`src/rtl/stream_mux_rr.sv`:
```
// N-channel valid/ready stream multiplexer with a registered output stage.
// The channel is chosen either by an external select (fixed mode) or by a
// round-robin arbiter among the valid channels. The grant is combinational,
// so a mode or select change acts in the same cycle. The output register
// accepts a new word whenever it is empty or being drained.
module stream_mux_rr #(
  parameter int WIDTH = 4,
  parameter int N = 4,
  localparam int SELW = $clog2(N)
) (
  input  logic                 clk,
  input  logic                 rst_n,
  input  logic                 mode,
  input  logic [SELW-1:0]      sel,
  input  logic [N-1:0]         in_valid,
  input  logic [N*WIDTH-1:0]   in_data,
  output logic [N-1:0]         in_ready,
  output logic                 out_valid,
  output logic [WIDTH-1:0]     out_data,
  output logic [SELW-1:0]      out_chan,
  input  logic                 out_ready
);

  logic             out_valid_reg;
  logic [WIDTH-1:0] out_data_reg;
  logic [SELW-1:0]  out_chan_reg;
  logic [SELW-1:0]  ptr_reg;
  logic [SELW-1:0]  ptr_next;

  logic             load_en;
  logic             fix_hit;
  logic             rr_hit;
  logic [SELW-1:0]  rr_idx;
  logic             any_grant;
  logic [SELW-1:0]  grant_idx;
  logic [N-1:0]     grant;
  logic [WIDTH-1:0] chan_data [N];

  // The register can take a word when empty or when its word leaves this cycle
  assign load_en = !out_valid_reg || out_ready;

  // Fixed mode: a select outside the channel range never grants
  assign fix_hit = (32'(sel) < N) && in_valid[sel];

  // Round-robin: first valid channel at or after ptr, wrapping modulo N.
  // Scanning offsets from high to low lets the smallest offset win last.
  always_comb begin
    logic [SELW:0] sum;
    rr_hit = 1'b0;
    rr_idx = '0;
    sum    = '0;
    for (int k = N - 1; k >= 0; k--) begin
      sum = {1'b0, ptr_reg} + (SELW + 1)'(k);
      if (sum >= (SELW + 1)'(N)) begin
        sum = sum - (SELW + 1)'(N);
      end
      if (in_valid[sum[SELW-1:0]]) begin
        rr_hit = 1'b1;
        rr_idx = sum[SELW-1:0];
      end
    end
  end

  assign any_grant = mode ? rr_hit : fix_hit;
  assign grant_idx = mode ? rr_idx : sel;

  // Pointer moves just past the granted channel, wrapping N-1 back to 0
  assign ptr_next = (grant_idx == SELW'(N - 1)) ? '0 : grant_idx + SELW'(1);

  // Per-channel data unpacking, one-hot grant and ready (held low in reset)
  generate
    for (genvar gi = 0; gi < N; gi++) begin : g_chan
      assign chan_data[gi] = in_data[gi*WIDTH +: WIDTH];
      assign grant[gi]     = any_grant && (grant_idx == SELW'(gi));
      assign in_ready[gi]  = rst_n && load_en && grant[gi];
    end
  endgenerate

  // Output register and arbitration pointer; reset drops any held word
  always_ff @(posedge clk or negedge rst_n) begin
    if (!rst_n) begin
      out_valid_reg <= 1'b0;
      out_data_reg  <= '0;
      out_chan_reg  <= '0;
      ptr_reg       <= '0;
    end else if (load_en) begin
      if (any_grant) begin
        out_valid_reg <= 1'b1;
        out_data_reg  <= chan_data[grant_idx];
        out_chan_reg  <= grant_idx;
        if (mode) begin
          ptr_reg <= ptr_next;
        end
      end else begin
        out_valid_reg <= 1'b0;
      end
    end
  end

  assign out_valid = out_valid_reg;
  assign out_data  = out_data_reg;
  assign out_chan  = out_chan_reg;

endmodule

```
`config.mk`:
```
export PLATFORM = sky130hd
export DESIGN_NAME = stream_mux_rr
export DESIGN_NICKNAME = d
export VERILOG_FILES = /design/src/rtl/stream_mux_rr.sv
export SDC_FILE = /design/constraint.sdc
export NUM_CORES = 1
export LEC_CHECK = 0
export ABC_AREA = 1
export CELL_PAD_IN_SITES_DETAIL_PLACEMENT = 1
export CELL_PAD_IN_SITES_GLOBAL_PLACEMENT = 1
export CORE_UTILIZATION = 25
export CTS_BUF_LIST = sky130_fd_sc_hd__clkbuf_8 sky130_fd_sc_hd__clkbuf_16
export DETAILED_ROUTE_END_ITERATION = 16
export PLACE_DENSITY = 0.87
export SETUP_SLACK_MARGIN = 0.3
export SLEW_MARGIN = 20
export SYNTH_ARGS = -nofsm -noshare
export SYNTH_HDL_FRONTEND = slang
export SYNTH_SLANG_ARGS = --single-unit
export TNS_END_PERCENT = 10
```
`constraint.sdc`:
```
create_clock -name clk -period 1.65 [get_ports clk]
set_clock_uncertainty 0.15 [all_clocks]
set_input_delay 0.165 -clock clk [delete_from_list [all_inputs] [get_ports clk]]
set_output_delay 0.165 -clock clk [all_outputs]
set_load 0.005 [all_outputs]
```
# After elaboration in Yosys (flattened, before gate mapping)
# Index checks and enable logic that the tools add are counted.
# totals
inputBits,26
output_inout_bits,11
elab_cells,69
register_bits,9
# classes
reduce_logical,14
magnitude_cmp,10
bitwise,1
eq_ne,3
mux,29
add_sub_neg,8
# ops
op,n
2-to-1 mux 2 bit,10
"< comparator 2 x 3 -> 1 bit, second input constant",5
"greater-or-equal comparator 3 bit, second input constant",4
2-to-1 mux 1 bit,11
binary-select mux 1 bit (select 2 bit),5
logical AND 1 bit,9
binary-select mux 4 bit (select 2 bit),1
2-to-1 mux 4 bit,2
"subtractor 2 x 1 -> 2 bit, second input constant",4
"adder 2 x 2 -> 3 bit, second input constant",2
"equality test 2 bit, second input constant",2
"adder 2 x 1 -> 3 bit, second input constant",1
"greater-or-equal comparator 2 x 3 -> 1 bit, second input constant",1
inverter 2 -> 3 bit,1
AND reduction 3 bit,1
"adder 2 x 1 -> 2 bit, second input constant",1
"equality test 2 x 1 -> 1 bit, second input constant",1
zero test 2 bit,1
AND reduction 2 bit,1
zero test 1 bit,1
logical OR 1 bit,1

# Logic depth before layout (Yosys ltp)
# Gate-level depths: netlist of run 1.
# logic_depth
word_depth,14
mapped_depth,16
mapped_depth_nobuf,15

# Worst setup path before layout of run 1
# OpenSTA, ideal clock, no wires.
# synth_timing
kind,register to register
from,register ptr_reg[0]
to,register out_data_reg[0] (netlist: out_data[0])
required_ps,1385
path_stages_with_launch,13
period_less_slack_ps,1724
path_buffers,2
path_slack_ps,-74
arrival_ps,1458
setup_ps,115
path_cell_list,dfrtp_1 > buf_6 > o21ai_2 > nand2_1 > nand3_2 > nand2_1 > nand2_1 > nand3_2 > buf_6 > a21oi_1 > nor2_1 > nor2_1 > nor2_1
# synth_via
elab_chain_cells,14
word_cells_on_any_way,38
classes_between,add/sub (7); order compare (4); mux (25); bitwise (1); reduce/logical (1)
# synth_lines
element,line_no,source
start: declaration,27,logic [SELW-1:0] ptr_reg;
start signal: assignment,92,ptr_reg <= ptr_next;
adder 2 x 2 -> 3 bit,53,"sum = {1'b0, ptr_reg} + (SELW + 1)'(k);"
greater-or-equal comparator 3 bit / subtractor 2 x 1 -> 2 bit (equally long branches),"54, 55",
2-to-1 mux 2 bit,54,if (sum >= (SELW + 1)'(N)) begin
binary-select mux 1 bit (select 2 bit),57,if (in_valid[sum[SELW-1:0]]) begin
2-to-1 mux 1 bit (implied by the code),57,
2-to-1 mux 2 bit (4 in a row),57,
2-to-1 mux 2 bit,65,assign grant_idx = mode ? rr_idx : sel;
inverter 2 -> 3 bit (implied by the code),89,out_data_reg <= chan_data[grant_idx];
binary-select mux 4 bit (select 2 bit),89,
2-to-1 mux 4 bit (implied by the code) (2 in a row),89,
end signal: assignment,89,
end: declaration,25,logic [WIDTH-1:0] out_data_reg;
# Several ways; a longest one is shown, not always the timed one. The select of a mux whose other input is x is not followed.
# A chain may end at the register's enable or synchronous reset.

# Worst setup path in the final report of run 1
# layout_timing
from,register ptr_reg[0]
to,output port in_ready[0]
# layout_via
elab_chain_cells,13
word_cells_on_any_way,36
classes_between,add/sub (7); order compare (4); mux (22); reduce/logical (3)
# layout_lines
element,line_no,source
adder 2 x 2 -> 3 bit,53,
greater-or-equal comparator 3 bit / subtractor 2 x 1 -> 2 bit (equally long branches),"54, 55",
2-to-1 mux 2 bit,54,
binary-select mux 1 bit (select 2 bit),57,
2-to-1 mux 1 bit (implied by the code),57,
2-to-1 mux 2 bit (4 in a row),57,
2-to-1 mux 2 bit,65,
zero test 2 bit,74,assign grant[gi] = any_grant && (grant_idx == SELW'(gi));
logical AND 1 bit *,74,
logical AND 1 bit *,75,assign in_ready[gi] = rst_n && load_en && grant[gi];
end: declaration,17,"output logic [N-1:0] in_ready,"
# Every way passes the cells marked *; elsewhere a longest branch is shown, timed or not. The select of a mux whose other input is x is not followed.

==> out/results.txt, run 1 <==
Final cell count without fillers = 265
Layout Nets = 246
CTS tree = built
Largest family of logic cells by synthesized area = simple AND/OR/NAND/NOR gates
Pwr/cell area = 1470 nW/um2
CTS Buf Count = 3
Area growth, synth to finish = 98.6%
CTS H-tree depth = 1
IO Pins = 37
Cell count after synthesis = 147
WP data arrival = 1890 ps
Final Cycle Share = 134%
Status = finished with violations
Fin util = 52.8%
Drt drc = 0
Complex-gate fraction of the synthesized area = 9.03%
Synth cell count leaders = nand2_1, inv_1, nor2_1, nand3_1, dfrtp_1
Core region area = 3390 um2
# diodes = 0
Max Cap Violations = 0
Maximum clock rate = 0.453 GHz
Leading area contributor after synthesis = dfrtp_1
Tot Pwr = 2620 uW
CP Max Fanout = 6
Die Area = 3850 um2
Pin count of the biggest net entering global routing = 13
CP required = 1330 ps
Top-count cell post-synth = nand2_1
EDFF count, synth = 0
Clock Path Buffers = 2
Max IR drop VDD = 0.356 mV
Syn nets = 173
Final WL = 3.71 mm
Drt pass-1 iters = 4
Final setup violation count = 12
Critical Path Start Type = flop
Synthesis Warnings = 0
Synth cell types = 20
First-pass GRT wire length = 5.33 mm
Hold Path Class = in -> async
Syn avg cell area = 6.13 um2
Initial antenna violation count = 0
Initial core utilization = 26.6%
Antenna viol nets, final = 0
Synth Area in Simple Gates = 51.1%
Multiplexer share of the synthesized area = 0%
Vias post-DR = 1211
CP endpoint kind = output pin
Reg2reg setup slack = -510 ps
DP HPWL = 2.59 mm
Largest cells by area after synthesis = dfrtp_1, nand2_1, nand3_1
Tot GR Track Use = 19.0%
Min Hold Slack = 246 ps
Final Hold Fails = 0
Pre-CTS setup slack = -844 ps
Max FFs per register = 4
FP Rows = 21
Setup ws final = -558 ps
Period minus WS final = 2210 ps
Violated checks = setup timing
Top FF cell, synth = dfrtp_1
Synth top area share = 25.0%
Clock slew at reported path FFs = 40 ps
FILL cells = 403
Max Slew Vio Count = 0
Leakage power = 0.000907 uW
Horiz. Die Dim = 62.0 um
Vias/cell = 4.57
Port-buffer cells = 36
Vias in the first global route = 1198
Hold buffer count at cts = 0
Placed insts = 253
Async set or reset register ratio after synthesis = 100%
Worst-Margin Slew = 265 ps
XOR/XNOR share of the synthesized area = 0%
RSZ-0062 raised after global routing = yes
CTS sink count = 9
Synthesized-area fraction occupied by adder cells = 0%
Iteration-0 DRC Markers = 21
Routability cong. = 0.837
Critical path class = reg -> out
FF+latch count, synth = 9
DR WL/cell = 14.0 um
Share of cells above drive strength 1 = 45.7%
Root buffer cell = clkbuf_8
Grt ovf = 0
Slew HR = 82.2%
Sequential-to-total area share from yosys stat = 25.0%
Mapped cell area = 901 um2
Later-pin clock latency in the skew report = 230 ps
Die height = 62.0 um
## area by class of cell
class,count,area [um2],share of cell area [%]
multi-input cells,110,722,40.3
repair buffers,72,638,35.7
flip-flops and latches,9,226,12.7
inverters,24,100,5.59
well taps,46,57.6,3.22
clock buffers,3,41.3,2.31
clock inverters,1,3.75,0.210
## final timing paths
| check | startpoint | end | cells past startpoint |
|---|---|---|---|
| min reg2reg | out_chan[0] | out_chan[0] | 2 |
| max in group asynchronous | rst_n | ptr_reg[0] | 2 |
| min in group clk | out_chan[0] | out_chan[0] | 2 |
| max | ptr_reg[0] | in_ready[0] | 15 |
| min | rst_n | out_data[0] | 2 |
| max reg2reg | ptr_reg[0] | out_data[3] | 17 |
## timing repair
action	4_1_cts	5_1_grt
gates resized for setup	56	18
setup endpoints to repair	20	13
setup buffers	5	3
pin swaps	18	13
## critical path, stage by stage (launching register included)
cell     delay (ps)
dfrtp_2         430
buf_6           140
inv_8            70
nand2_2          50
nand2_2          80
nand2_2          70
buf_6           120
nand2_4          40
inv_2            30
nand2_1          50
nand2_1          60
nand2_2          70
nand2_4          90
buf_6           130
nor3_4          100
buf_2           130
## report_power, final
part / total, uW / internal [uW] / switching, uW / leakage [uW]
Combinational: 1980 / 931 / 1050 / 0.000777
Clock: 250 / 162 / 88.0 / 0.0000269
Sequential: 393 / 324 / 69.4 / 0.000104
## logic make-up (layout without fill, tap and decap cells)
logic type | Yosys count | in the layout
and+or+nand+nor | 96 | 96
buffers and inverters | 28 | 100
AOI/OAI and AO/OA | 14 | 14
DFF | 9 | 9
## per-layer routing
layer | wire [um] | GRT usage [%] | up-vias
met5 | 0 | 0 | -
met3 | 61 | 1.24 | 6
met1 | 1570 | 22.4 | 573
met4 | 53 | 5.71 | 0
met2 | 2030 | 36.3 | 22
li1 | - | - | 610
## cell usage in the layout, fill, tap and decap left out, types with 5 or more instances in the layout
| cell | count |
|---|---|
| nor2_2 | 9 |
| inv_1 | 19 |
| clkdlybuf4s50_1 | 25 |
| nand2_4 | 8 |
| buf_6 | 9 |
| dfrtp_1 | 8 |
| nand3_2 | 10 |
| nand2_2 | 11 |
| buf_4 | 28 |
| dlygate4sd2_1 | 7 |
| nor2_1 | 9 |
| nand3_1 | 11 |
| a21oi_2 | 5 |
| nand2_1 | 26 |
## through the flow
stage,area (um2),setup TNS (ps)
2_1_floorplan,941,-418
3_3_place_gp,1530,-6000
3_5_place_dp,1530,-6750
4_1_cts,1710,-4490
5_1_grt,1790,-6140
6_report,1790,-4770
No activity file was read; power rests on OpenSTA's default activity.
==> run 2, diff against run 1 <==
--- a/config.mk
+++ b/config.mk
@@ -6,6 +6,7 @@
 export NUM_CORES = 1
 export LEC_CHECK = 0
 export ABC_AREA = 1
+export CAP_MARGIN = 20
 export CELL_PAD_IN_SITES_DETAIL_PLACEMENT = 1
 export CELL_PAD_IN_SITES_GLOBAL_PLACEMENT = 1
 export CORE_UTILIZATION = 25
@@ -13,6 +14,7 @@
 export DETAILED_ROUTE_END_ITERATION = 16
 export PLACE_DENSITY = 0.87
 export SETUP_SLACK_MARGIN = 0.3
+export SKIP_CTS_REPAIR_TIMING = 1
 export SLEW_MARGIN = 20
 export SYNTH_ARGS = -nofsm -noshare
 export SYNTH_HDL_FRONTEND = slang
==> out/results.txt, run 2 (synthesis gave the netlist of run 1 again) <==
Status = finished with violations
Violated checks = setup timing
Setup ws final = -605 ps (-46.1 ps)
Min Hold Slack = 252 ps (+6.04 ps)
# diodes = 0 (unchanged)
Initial antenna violation count = 0 (unchanged)
CP required = 1330 ps (about the same)
RSZ-0062 raised after global routing = yes
Commonest cells after routing, fill and taps aside = nand2_1, buf_4, clkdlybuf4s50_1
Horiz. Die Dim = 62.0 um (unchanged)
Tot GR Track Use = 16.9% (-2.2 points)
Die height = 62.0 um (unchanged)
CP cell instances = buf_6 -> inv_8 -> nand2_4 -> nand3_2 -> nand2_4 -> nand3_4 -> nand2_2 -> nand2_2 -> nand3_2 -> nand2_4 -> nand2_4 -> nor3_2 -> buf_2
Pin count of the biggest net entering global routing = 13 (unchanged)
CP bufs+invs = 3 (-3)
Max Slew Vio Count = 0 (unchanged)
Hold Path Class = in -> async
Clock network power share = 10.0% (+0.5 points)
Grt ovf = 0 (unchanged)
Final Hold Fails = 0 (unchanged)
Vias in the first global route = 1118 (-6.7%)
Root buffer cell = clkbuf_8
Drt drc = 0 (unchanged)
Core region area = 3390 um2 (unchanged)
FP Rows = 21 (unchanged)
Post-route cell area = 1740 um2 (-2.8%)
CP Max Fanout = 6 (unchanged)
Final setup violation count = 12 (unchanged)
Pwr/cell area = 1470 nW/um2 (+0.18%)
Area growth, synth to finish = 93.1%
Share of cells above drive strength 1 = 43.9% (-1.7 points)
Critical path class = reg -> out
Later-pin clock latency in the skew report = 240 ps (about the same)
Internal = 1370 uW (-3.5%)
Vias/cell = 4.64 (+1.6%)
Reg power frac = 15.5% (+0.5 points)
CTS Buf Count = 3 (unchanged)
FILL cells = 419 (+4.0%)
Tot Pwr = 2550 uW (-2.6%)
CTS tree = built
Max IR drop VDD = 0.369 mV (+3.6%)
CTS sink count = 9 (unchanged)
Slew HR = 81.8% (-0.42 points)
Clock Path Buffers = 2 (unchanged)
Maximum clock rate = 0.444 GHz (-2.0%)
Crit path top cell by count = nand2_4
Sw Share = 46.5% (+0.50 points)
DP HPWL = 2.59 mm (unchanged)
Clock slew at reported path FFs = 50 ps (about the same)
IO Pins = 37 (unchanged)
Comb power frac = 74.5% (-1.0 points)
Period minus WS final = 2250 ps (+46.1 ps)
Sw power = 1190 uW (-1.6%)
First-pass GRT wire length = 4.79 mm (-10%)
Iteration-0 DRC Markers = 20 (-4.8%)
CP endpoint kind = output pin
Critical-path top delay cell = dfrtp_2
Leakage power = 0.000916 uW (+0.96%)
Vias post-DR = 1207 (-0.33%)
Routability cong. = 0.837 (unchanged)
CTS H-tree depth = 1 (unchanged)
Drt pass-1 iters = 4 (unchanged)
Max Cap Violations = 0 (unchanged)
Initial core utilization = 26.6% (unchanged)
Port-buffer cells = 36 (unchanged)
Crit path largest cell delay = 430 ps (about the same)
Antenna viol nets, final = 0 (unchanged)
Final WL = 3.74 mm (+0.78%)
Die Area = 3850 um2 (unchanged)
Max FFs per register = 4 (unchanged)
Placed Area = 1530 um2 (unchanged)
DR WL/cell = 14.4 um (+2.7%)
WP data arrival = 1940 ps (+50 ps)
Layout Nets = 241 (-2.0%)
Crit path max-delay family = simple AND/OR/NAND/NOR gates
Critical Path Start Type = flop
Worst-Margin Slew = 272 ps (+6.22 ps)
Final Cycle Share = 137% (+2.8 points)
## run 2: cell types whose count changed in the layout (fill, tap and decap cells not counted), sizes merged
cell / before / now
dlymetal6s2s: 0 / 7
dlygate4sd2: 7 / 0
buf: 40 / 35
## run 2: routing by layer
metal	global-route usage (%)	vias up	routed length, um
li1	-	600	-
met1	21.0	575	1580
met2	30.4	26	2030
met3	1.24	6	90
met4	5.71	0	51
met5	0	-	0
## run 2: cell type report
type                    count  area [um2]  area share [%]
clock buffers               3        41.3            2.37
repair buffers             67         609            35.0
multi-input cells         110         701            40.3
flip-flops and latches      9         226            13.0
clock inverters             1        3.75           0.216
well taps                  46        57.6            3.31
inverters                  24         100            5.76
## run 2: power by group through the flow
| stage | Combinational [uW] | Clock [uW] | Sequential (uW) |
|---|---|---|---|
| finish | 1900 | 256 | 396 |
| global route | 2060 | 268 | 406 |
| CTS | 1560 | 254 | 389 |
| detailed placement | 1560 | 0 | 390 |
| global placement | 1500 | 0 | 386 |
| floorplan | 874 | 0 | 393 |
## run 2: worst paths after layout
| check | from | to | slack (ps) | cells past startpoint |
|---|---|---|---|---|
| worst max register to register | ptr_reg[0] | out_data[3] | -550 | 17 |
| worst min-delay path | rst_n | out_data[0] | 250 | 2 |
| max in group asynchronous | rst_n | ptr_reg[0] | 920 | 2 |
| min in group clk | out_chan[0] | out_chan[0] | 360 | 2 |
| worst max-delay path | ptr_reg[0] | in_ready[0] | -600 | 13 |
| worst min register to register | out_chan[0] | out_chan[0] | 360 | 2 |
## run 2: per-stage QoR
stage,setup TNS (ps),worst slack [ps],util (%),cells
2_1_floorplan,-418,-67.0,-,147
3_3_place_gp,-6000,-788,45.1,253
3_5_place_dp,-6750,-844,45.1,253
4_1_cts,-6480,-1030,46.4,257
5_1_grt,-6460,-702,51.3,260
6_report,-5060,-605,51.3,260
